===== src/rtl/apb_mig_pkg.sv =====
// Shared types and constants for the APB-to-MIG native-UI bridge.
package apb_mig_pkg;

   // MIG native-UI side
   localparam int unsigned MIG_ADDR_W_DEF     = 27;
   localparam int unsigned MIG_DATA_W         = 128;
   localparam int unsigned MIG_STRB_W         = MIG_DATA_W / 8;

   // APB side
   localparam int unsigned APB_ADDR_W_DEF     = 32;
   localparam int unsigned APB_DATA_W         = 32;
   localparam int unsigned APB_STRB_W         = APB_DATA_W / 8;

   // 32-bit words per 128-bit MIG line
   localparam int unsigned MIG_LANES          = MIG_DATA_W / APB_DATA_W;

   // Default bound on cycles spent waiting on the MIG
   localparam int unsigned TIMEOUT_CYCLES_DEF = 1023;

   typedef logic [MIG_DATA_W-1:0]     data_t;
   typedef logic [MIG_STRB_W-1:0]     strb_t;
   typedef logic [MIG_ADDR_W_DEF-1:0] mig_addr_t;

   typedef logic [APB_ADDR_W_DEF-1:0] apb_addr_t;
   typedef logic [APB_DATA_W-1:0]     apb_data_t;
   typedef logic [APB_STRB_W-1:0]     apb_strb_t;

   typedef logic [$clog2(MIG_LANES)-1:0] lane_t;

   typedef enum logic [1:0] {
      IDLE,
      CMD,
      RD_WAIT,
      RESP
   } bridge_state_e;

endpackage


===== src/rtl/apb_mig_word_lane.sv =====
// Maps a 32-bit APB word onto its lane of a 128-bit MIG line and back.
module apb_mig_word_lane
   import apb_mig_pkg::*;
(
   input  lane_t     lane_i,
   input  apb_data_t wdata_i,
   input  apb_strb_t wstrb_i,
   input  data_t     line_i,
   output data_t     wline_o,
   output strb_t     wstrb_o,
   output apb_data_t rword_o
);

   // Write data goes to every lane; only the addressed lane is strobed. Read picks one lane.
   always_comb begin
      wline_o = {MIG_LANES{wdata_i}};
      wstrb_o = '0;
      rword_o = '0;
      for (int i = 0; i < MIG_LANES; i++) begin
         if (lane_i == lane_t'(i)) begin
            wstrb_o[APB_STRB_W*i +: APB_STRB_W] = wstrb_i;
            rword_o                             = line_i[APB_DATA_W*i +: APB_DATA_W];
         end
      end
   end

endmodule


===== src/rtl/apb_mig_bridge.sv =====
// APB slave issuing one MIG native-UI command per APB access, in the ui_clk domain.
module apb_mig_bridge
   import apb_mig_pkg::*;
#(
   parameter int unsigned APB_ADDR_W     = APB_ADDR_W_DEF,
   parameter int unsigned MIG_ADDR_W     = MIG_ADDR_W_DEF,
   parameter int unsigned TIMEOUT_CYCLES = TIMEOUT_CYCLES_DEF
) (
   input  logic                  ui_clk_i,
   input  logic                  ui_rst_i,
   // APB
   input  logic                  psel_i,
   input  logic                  penable_i,
   input  logic                  pwrite_i,
   input  logic [APB_ADDR_W-1:0] paddr_i,
   input  apb_data_t             pwdata_i,
   input  apb_strb_t             pstrb_i,
   output apb_data_t             prdata_o,
   output logic                  pready_o,
   output logic                  pslverr_o,
   // MIG native UI
   output logic                  en_o,
   output logic                  w_en_o,
   output logic [MIG_ADDR_W-1:0] addr_o,
   output data_t                 data_o,
   output strb_t                 strb_o,
   input  data_t                 data_i,
   input  logic                  valid_i,
   input  logic                  ready_i,
   input  logic                  w_ready_i
);

   localparam int unsigned CNT_W = $clog2(TIMEOUT_CYCLES + 1);

   bridge_state_e         state_q, state_d;
   logic                  pwrite_q, pwrite_d;
   logic [MIG_ADDR_W-1:0] addr_q, addr_d;
   lane_t                 lane_q, lane_d;
   apb_data_t             pwdata_q, pwdata_d;
   apb_strb_t             pstrb_q, pstrb_d;
   apb_data_t             prdata_q, prdata_d;
   logic                  err_q, err_d;
   logic [CNT_W-1:0]      cnt_q, cnt_d;
   logic                  drop_q, drop_d;

   logic                  addr_oor;
   logic                  timeout;
   apb_data_t             rd_word;

   // Anything at or above 2^(MIG_ADDR_W+1) bytes lies beyond the MIG address space
   assign addr_oor = (paddr_i >> (MIG_ADDR_W + 1)) != '0;
   assign timeout  = cnt_q == CNT_W'(TIMEOUT_CYCLES - 1);

   apb_mig_word_lane u_word_lane (
      .lane_i  (lane_q),
      .wdata_i (pwdata_q),
      .wstrb_i (pstrb_q),
      .line_i  (data_i),
      .wline_o (data_o),
      .wstrb_o (strb_o),
      .rword_o (rd_word)
   );

   // Next-state logic: capture on APB setup, then run the MIG handshake and timeout
   always_comb begin
      state_d  = state_q;
      pwrite_d = pwrite_q;
      addr_d   = addr_q;
      lane_d   = lane_q;
      pwdata_d = pwdata_q;
      pstrb_d  = pstrb_q;
      prdata_d = prdata_q;
      err_d    = err_q;
      cnt_d    = cnt_q;
      drop_d   = drop_q;

      // Read data arriving outside RD_WAIT is discarded; it retires a timed-out read
      if (drop_q && valid_i && (state_q != RD_WAIT)) begin
         drop_d = 1'b0;
      end

      unique case (state_q)
         IDLE: begin
            if (psel_i && !penable_i) begin
               pwrite_d = pwrite_i;
               addr_d   = {paddr_i[MIG_ADDR_W:4], 3'b000};
               lane_d   = paddr_i[3:2];
               pwdata_d = pwdata_i;
               pstrb_d  = pstrb_i;
               prdata_d = '0;
               err_d    = 1'b0;
               cnt_d    = '0;
               if (addr_oor) begin
                  state_d = RESP;
                  err_d   = 1'b1;
               end else if (pwrite_i && (pstrb_i == '0)) begin
                  state_d = RESP;
               end else begin
                  state_d = CMD;
               end
            end
         end
         CMD: begin
            cnt_d = cnt_q + 1'b1;
            // A handshake in the final allowed cycle still wins over the timeout
            if (ready_i && (!pwrite_q || w_ready_i)) begin
               state_d = pwrite_q ? RESP : RD_WAIT;
            end else if (timeout) begin
               // Command never accepted, so no late read data will follow
               state_d = RESP;
               err_d   = 1'b1;
            end
         end
         RD_WAIT: begin
            cnt_d = cnt_q + 1'b1;
            if (valid_i) begin
               prdata_d = rd_word;
               state_d  = RESP;
            end else if (timeout) begin
               prdata_d = '0;
               err_d    = 1'b1;
               drop_d   = 1'b1;
               state_d  = RESP;
            end
         end
         RESP: begin
            state_d = IDLE;
         end
         default: begin
            state_d = IDLE;
         end
      endcase
   end

   // State and capture registers
   always_ff @(posedge ui_clk_i or posedge ui_rst_i) begin
      if (ui_rst_i) begin
         state_q  <= IDLE;
         pwrite_q <= 1'b0;
         addr_q   <= '0;
         lane_q   <= '0;
         pwdata_q <= '0;
         pstrb_q  <= '0;
         prdata_q <= '0;
         err_q    <= 1'b0;
         cnt_q    <= '0;
         drop_q   <= 1'b0;
      end else begin
         state_q  <= state_d;
         pwrite_q <= pwrite_d;
         addr_q   <= addr_d;
         lane_q   <= lane_d;
         pwdata_q <= pwdata_d;
         pstrb_q  <= pstrb_d;
         prdata_q <= prdata_d;
         err_q    <= err_d;
         cnt_q    <= cnt_d;
         drop_q   <= drop_d;
      end
   end

   // Outputs decoded from state; prdata is only presented during the response cycle
   always_comb begin
      en_o      = state_q == CMD;
      w_en_o    = (state_q == CMD) && pwrite_q;
      addr_o    = addr_q;
      pready_o  = state_q == RESP;
      pslverr_o = (state_q == RESP) && err_q;
      prdata_o  = (state_q == RESP) ? prdata_q : '0;
   end

endmodule


===== config.mk =====
export PLATFORM = sky130hd
export DESIGN_NAME = apb_mig_bridge
export DESIGN_NICKNAME = d
export VERILOG_FILES = /design/src/rtl/apb_mig_pkg.sv /design/src/rtl/apb_mig_word_lane.sv /design/src/rtl/apb_mig_bridge.sv
export SDC_FILE = /design/constraint.sdc
export NUM_CORES = 1
export LEC_CHECK = 0
export BUFFER_PORTS_ARGS = -buffer_cell sky130_fd_sc_hd__buf_2
export CAP_MARGIN = 20
export CORE_AREA = 2 2 160 162
export CTS_BUF_LIST = sky130_fd_sc_hd__clkbuf_2
export DETAILED_ROUTE_END_ITERATION = 8
export DIE_AREA = 0 0 162 164
export PLACE_DENSITY = 0.58
export SYNTH_ARGS = -nofsm -noshare
export SYNTH_HDL_FRONTEND = slang
export SYNTH_SLANG_ARGS = --single-unit

===== constraint.sdc =====
create_clock -name ui_clk_i -period 9.29 [get_ports ui_clk_i]
set_clock_uncertainty 0.1 [all_clocks]
set_input_delay 0.4645 -clock ui_clk_i [delete_from_list [all_inputs] [get_ports ui_clk_i]]
set_output_delay 0.4645 -clock ui_clk_i [all_outputs]
set_load 0.1 [all_outputs]

==> results of run 1 <==
==> cell families (layout without fill, tap and decap cells) <==
family / after synthesis / in the layout / share of synthesized area
simple gates: 121 / 121 / 0.0982
mux: 127 / 127 / 0.269
buf+inv: 167 / 533 / 0.164
other cells: 1 / 4 / 0.000577
xor+xnor: 8 / 8 / 0.0108
fa+ha+maj: 7 / 7 / 0.0135
flops: 108 / 108 / 0.416
compound gates: 24 / 24 / 0.0273
==> cells in the mapped netlist (2+ instances only) <==
cell type    n
nor2b_1      2
nand2b_1     4
and3_1       4
buf_1        2
o211ai_1     2
inv_1       40
and2_1      48
buf_12       3
mux2i_1     32
buf_2       10
dfrtp_1    108
mux2_2      63
clkbuf_1    12
mux4_2      32
a21oi_1      4
a211oi_1     3
nand2_1     40
buf_4       99
o21ai_0      4
xnor2_1      8
ha_1         7
nor2_1      12
nand3_1      6
==> layout by cell type (no fill, tap or decap), drive strengths merged <==
cell / Yosys / final
o221a: 2 / 2
ha: 7 / 7
mux4: 32 / 32
a31oi: 1 / 1
clkbuf: 12 / 11
a21o: 1 / 1
or4: 1 / 1
buf: 115 / 413
and2: 48 / 48
nand3b: 1 / 1
o211ai: 2 / 2
xnor2: 8 / 8
nor3: 1 / 1
diode: 0 / 1
nand3: 6 / 6
nor2b: 2 / 2
and3: 4 / 4
clkinv: 0 / 2
inv: 40 / 41
dlygate4sd3: 0 / 64
a21oi: 4 / 4
nand2: 40 / 40
o21ai: 5 / 5
nor4: 1 / 1
mux2i: 32 / 32
conb: 1 / 3
nand4: 1 / 1
a211oi: 3 / 3
a221oi: 1 / 1
nor2: 12 / 12
a21boi: 1 / 1
o2111ai: 1 / 1
dfrtp: 108 / 108
clkinvlp: 0 / 2
a211o: 1 / 1
a2111oi: 2 / 2
mux2: 63 / 63
nand2b: 4 / 4
==> worst min-delay path by stage <==
stage	from	to	depth (start not counted)
6_report	w_ready_i	state_q[0]	5
5_1_grt	w_ready_i	state_q[0]	5
4_1_cts	penable_i	state_q[0]	4
3_5_place_dp	addr_o[14]	addr_o[14]	1
3_3_place_gp	addr_o[23]	addr_o[23]	1
2_1_floorplan	prdata_q[0]	prdata_q[0]	2
==> worst max-delay path: stages, from the launching register on <==
cell     delay, ps
dfrtp_2        410
buf_4          540
nor2b_1        370
and2_1         170
buf_2          420
==> through the flow <==
step	setup slack, ps	cell area (sq um)
4_1_cts	6050	8830
2_1_floorplan	5880	6500
3_3_place_gp	6860	8090
3_5_place_dp	6830	8090
6_report	6220	8830
5_1_grt	5900	8830
==> per-layer routing <==
layer | up-vias | global-route usage | routed length [microns]
met5 | - | 0 | 18
met4 | 2 | 0.0382 | 224
met3 | 13 | 0.0285 | 1100
met2 | 184 | 0.246 | 10200
met1 | 2629 | 0.169 | 7880
li1 | 2520 | - | -
==> state kept, by name, indices dropped and copies added, names as in the netlist <==
register / count
cnt_q: 10
pstrb_q: 4
pwdata_q: 32
lane_q: 2
pwrite_q: 1
state_q: 2
prdata_q: 32
addr_o: 24
err_q: 1
==> cell type report <==
type                       instances  area [sq um]  area share
tap                              330           413      0.0468
multi-input combinational        290          2740       0.310
sequential                       108          2710       0.306
antenna                            1          2.50    0.000283
timing repair buffer             477          2730       0.309
clock inverter                     5          37.5     0.00425
inverter                          40           153      0.0173
clock buffer                      11          55.1     0.00624
==> repair_timing <==
item,4_1_cts,5_1_grt
buffers inserted,0,0
hold buffers,64,0
hold endpoints to repair,108,0
endpoints found under the setup margin,0,0
==> summary.md, run 1 <==
| Metric | Value |
|---|---|
| Total Neg Setup Slack | 0 ps |
| # resized after CTS | 0 |
| Vias in the first global route | 5,228 |
| Number of cell rows | 58 |
| Final Max Tran Viols | 0 |
| Post-DP HPWL | 14,300 microns |
| Unrepaired setup endpoints after global routing | no |
| Clock Sinks | 108 |
| Die Y | 164 microns |
| Ys Warns | 0 |
| Slew @ Worst Pin | 858 ps |
| Final worst-path cycle share | 0.331 |
| Starting DRT DRC Count | 157 |
| Final Core Density | 0.356 |
| Mapped Cells | 563 |
| Post-synth EDFFs | 0 |
| WP data required | 8730 ps |
| Syn Area/Cell | 11.5 sq um |
| Synth Flop Type | dfrtp_1 |
| Post-synthesis async set-or-reset flop share | 1.00 |
| R2R depth | 6 |
| CTS max path bufs | 2 |
| TritonCTS clock tree | done |
| Reg2Reg Setup Slack | 6890 ps |
| Fin cells | 1,262 |
| Worst Hold Class | primary input to flop |
| Crit path to | strb_o[5] |
| Fin crit period | 3070 ps |
| Count of unique library cells instantiated by Yosys | 41 |
| Drt pass-1 iters | 5 |
| Post-DR wirelength/cell | 15.4 microns |
| Initial antenna violation count | 2 |
| Final ANT Viol Nets | 0 |
| Std-Cell Core Area | 24,800 sq um |
| Final Setup Violations | 0 |
| Die area | 26,600 sq um |
| Total GRT Usage | 0.138 |
| Clk pin slew, worst setup/hold paths | 300 ps |
| Buffers on Ports | 405 |
| Die X | 162 microns |
| Number of I/O pins | 411 |
| Via Count | 5,348 |
| Post-synthesis cell area | 6500 sq um |
| Setup crit start kind | flop |
| Worst Setup Path Type | flop to output port |
| Number of max-cap violations | 0 |
| Root Driver | clkbuf_2 |
| FMAX | 0.326 GHz |
| DR vias/cell | 4.24 |
| Gpl congestion | 0.788 |
| Fill count | 2,567 |
| WL final | 19,400 microns |
| Critical path arrival | 2510 ps |
| Final net count | 1,137 |
| Synth top area cells | dfrtp_1 42%, buf_4 11%, mux4_2 11% |
| DRC viols | 0 |
| Largest net degree at the start of global routing | 64 |
| Layout cells sized above 1 | 0.571 |
| Crit path max fanout | 40 |
| Worst setup path startpoint | lane_q[0] |
| # H-tree levels | 3 |
| Clk Latency, worst-skew pair | 580 ps |
| Initial Util | 0.262 |
| Cts bufs inserted | 9 |
| Area share of the largest cell type after synthesis | 0.416 |
| Reg2Reg Capture Point | prdata_q[9] |
| Run status | completed |
| Sequential-to-total area share from yosys stat | 0.416 |
| First-pass GRT wire length | 28,500 microns |
| Area Growth Syn to Fin | 35.9% |
| Worst R2R Start | state_q[0] |
| FF+latch count, synth | 108 |
| Cells after DPL | 1,181 |
| Rel. slew slack | 0.428 |
| Worst hold slack | 179 ps |
| Hold Fails Final Rpt | 0 |
| Gr ovfl total | 0 |
| Area leader, netlist | dfrtp_1 |
| Crit. End Element | output port |
Power of run 1 is left out: the tool's default activity adds up to more than one toggle a clock period on the data nets, which glitch-free logic cannot reach.
==> inputs of run 2 (changes only) <==
Settings changed: ABC_AREA set to 1, CORE_AREA 2 2 160 162 to 2 2 162 164, DIE_AREA 0 0 162 164 to 0 0 164 166, PLACE_DENSITY 0.58 to 0.57.
Clock period 9.29 ns to 3.15 ns, I/O delays scaled along.
==> run 2 against run 1 <==
Compared with the run above: synthesized cell count up 65%; count of clock-buffer cells in the layout down 2; worst setup slack worse by 5900 ps.
==> summary.md, run 2 <==
| Metric | Value |
|---|---|
| WP data required | 2890 ps |
| Run status | completed |
| Post-DR wirelength/cell | 13.6 microns |
| Multi-input gate area | 2590 sq um |
| Number of cell rows | 59 |
| Die Y | 166 microns |
| Worst Setup Path Type | flop to output port |
| Cts bufs inserted | 9 |
| Initial antenna violation count | 1 |
| Number of I/O pins | 411 |
| Vias in the first global route | 7,242 |
| Die X | 164 microns |
| Buffers on Ports | 405 |
| Gpl congestion | 0.819 |
| Area leader, netlist | dfrtp_1 |
| TritonCTS clock tree | done |
| Root Driver | clkbuf_2 |
| Total Neg Setup Slack | 0 ps |
| Post-synth EDFFs | 0 |
| Commonest cells after routing, fill and taps aside | 404 x buf_2, 369 x nand2_1, 157 x dlygate4sd3_1 |
| Rel. slew slack | 0.539 |
| Final Setup Violations | 0 |
| Syn Area/Cell | 7.12 sq um |
| FMAX | 0.347 GHz |
| Post-DP HPWL | 16,200 microns |
| Final net count | 1,586 |
| DRC viols | 0 |
| Post-synthesis async set-or-reset flop share | 1.00 |
| Fill count | 2,674 |
| FF+latch count, synth | 108 |
| Area share of the largest cell type after synthesis | 0.408 |
| Via Count | 7,326 |
| Crit path max fanout | 21 |
| Fin cells | 1,716 |
| Clk pin slew, worst setup/hold paths | 350 ps |
| Post-synthesis cell area | 6630 sq um |
| Std-Cell Core Area | 25,600 sq um |
| Ys Warns | 0 |
| Worst hold slack | 125 ps |
| Synth Flop Type | dfrtp_1 |
| Area Growth Syn to Fin | 49.4% |
| Clk Latency, worst-skew pair | 620 ps |
| CTS max path bufs | 2 |
| Clock Sinks | 108 |
| Crit. End Element | output port |
| First-pass GRT wire length | 36,700 microns |
| Register area | 2700 sq um |
| Commonest non-fill, non-tap cell in the layout | buf_2 |
| Unrepaired setup endpoints after global routing | no |
| # H-tree levels | 3 |
| Starting DRT DRC Count | 400 |
| Sequential-to-total area share from yosys stat | 0.408 |
| Worst Hold Class | primary input to flop |
| Final worst-path cycle share | 0.914 |
| Layout cells sized above 1 | 0.322 |
| Most common cell in the netlist | nand2_1 |
| DR vias/cell | 4.27 |
| Cells after DPL | 1,542 |
| Fin crit period | 2880 ps |
| Total GRT Usage | 0.168 |
| Slew @ Worst Pin | 689 ps |
| Die area | 27,200 sq um |
| Count of unique library cells instantiated by Yosys | 29 |
| Critical path arrival | 2620 ps |
| Drt pass-1 iters | 5 |
| Synth top area cells | dfrtp_1 41%, nand2_1 21%, buf_4 12% |
| Largest net degree at the start of global routing | 59 |
| Initial Util | 0.259 |
| Gr ovfl total | 0 |
| Final ANT Viol Nets | 0 |
| Setup crit start kind | flop |
| Number of max-cap violations | 0 |
| WL final | 23,300 microns |
| Final Max Tran Viols | 0 |
| Hold Fails Final Rpt | 0 |
| Mapped Cells | 931 |
| Final Core Density | 0.387 |
| Post-synth top cells | 369 x nand2_1, 108 x dfrtp_1, 105 x buf_4 |
==> run 2: cell count changes after synthesis, sizes merged, moves of 26 or more <==
cell,change
o211ai,+30
mux2,-63
nand2,+332
o21ai,+60
and2,-47
mux4,-32
inv,+63
nor2,+26
mux2i,-32
==> run 2: area by class of cell <==
cell class,instances,area share
Multi-Input combinational cell,581,0.261
Tap cell,335,0.0423
Sequential cell,108,0.273
Timing Repair Buffer,572,0.374
Clock buffer,9,0.00455
Antenna cell,1,0.000253
Inverter,103,0.0393
Clock inverter,7,0.00581
==> run 2: worst paths after layout <==
path                           endpoint  cells past startpoint  slack [ps]    startpoint
setup / recovery              strb_o[7]                      6         270     lane_q[0]
hold reg to reg            prdata_q[11]                      2         420  prdata_q[11]
setup reg to reg            prdata_q[4]                     10         390     lane_q[0]
hold / removal               addr_o[21]                      4         130   paddr_i[22]
min in group asynchronous    addr_o[13]                      4         600      ui_rst_i
max in group asynchronous      cnt_q[4]                      5        1510      ui_rst_i
==> run 2: cells by family after synthesis <==
family / Yosys count / share of synthesized area
other cells: 1 / 0.000566
buf+inv: 244 / 0.203
compound gates: 121 / 0.105
flops: 108 / 0.408
simple gates: 450 / 0.270
fa+ha+maj: 7 / 0.0132
==> run 2: timing repair <==
| action | CTS | global route |
|---|---|---|
| setup endpoints to repair | 0 | 1 |
| resized for setup | 0 | 1 |
| hold endpoints to repair | 192 | 0 |
| setup buffers | 0 | 0 |
| hold buffers | 157 | 0 |
==> run 2: per-stage QoR <==
| step | worst slack, ps | cell area (sq um) |
|---|---|---|
| 2_1_floorplan | 46.9 | 6640 |
| 3_3_place_gp | 907 | 8220 |
| 3_5_place_dp | 897 | 8220 |
| 4_1_cts | 109 | 9900 |
| 5_1_grt | 18.8 | 9900 |
| 6_report | 272 | 9900 |
==> run 2: critical path, stage by stage, from the launching register on <==
cell     delay, ps
dfrtp_1        400
buf_4          270
inv_2          220
nor2_4         390
inv_1          170
nor2_1         110
buf_2          460
==> run 2: routing by layer <==
layer,vias to the layer above,track usage,share of wire
li1,3655,-,-
met1,3397,0.206,0.44
met2,246,0.294,0.48
met3,28,0.0322,0.061
met4,0,0.0538,0.020
met5,-,0,0
Power of run 2 is left out for the same reason.
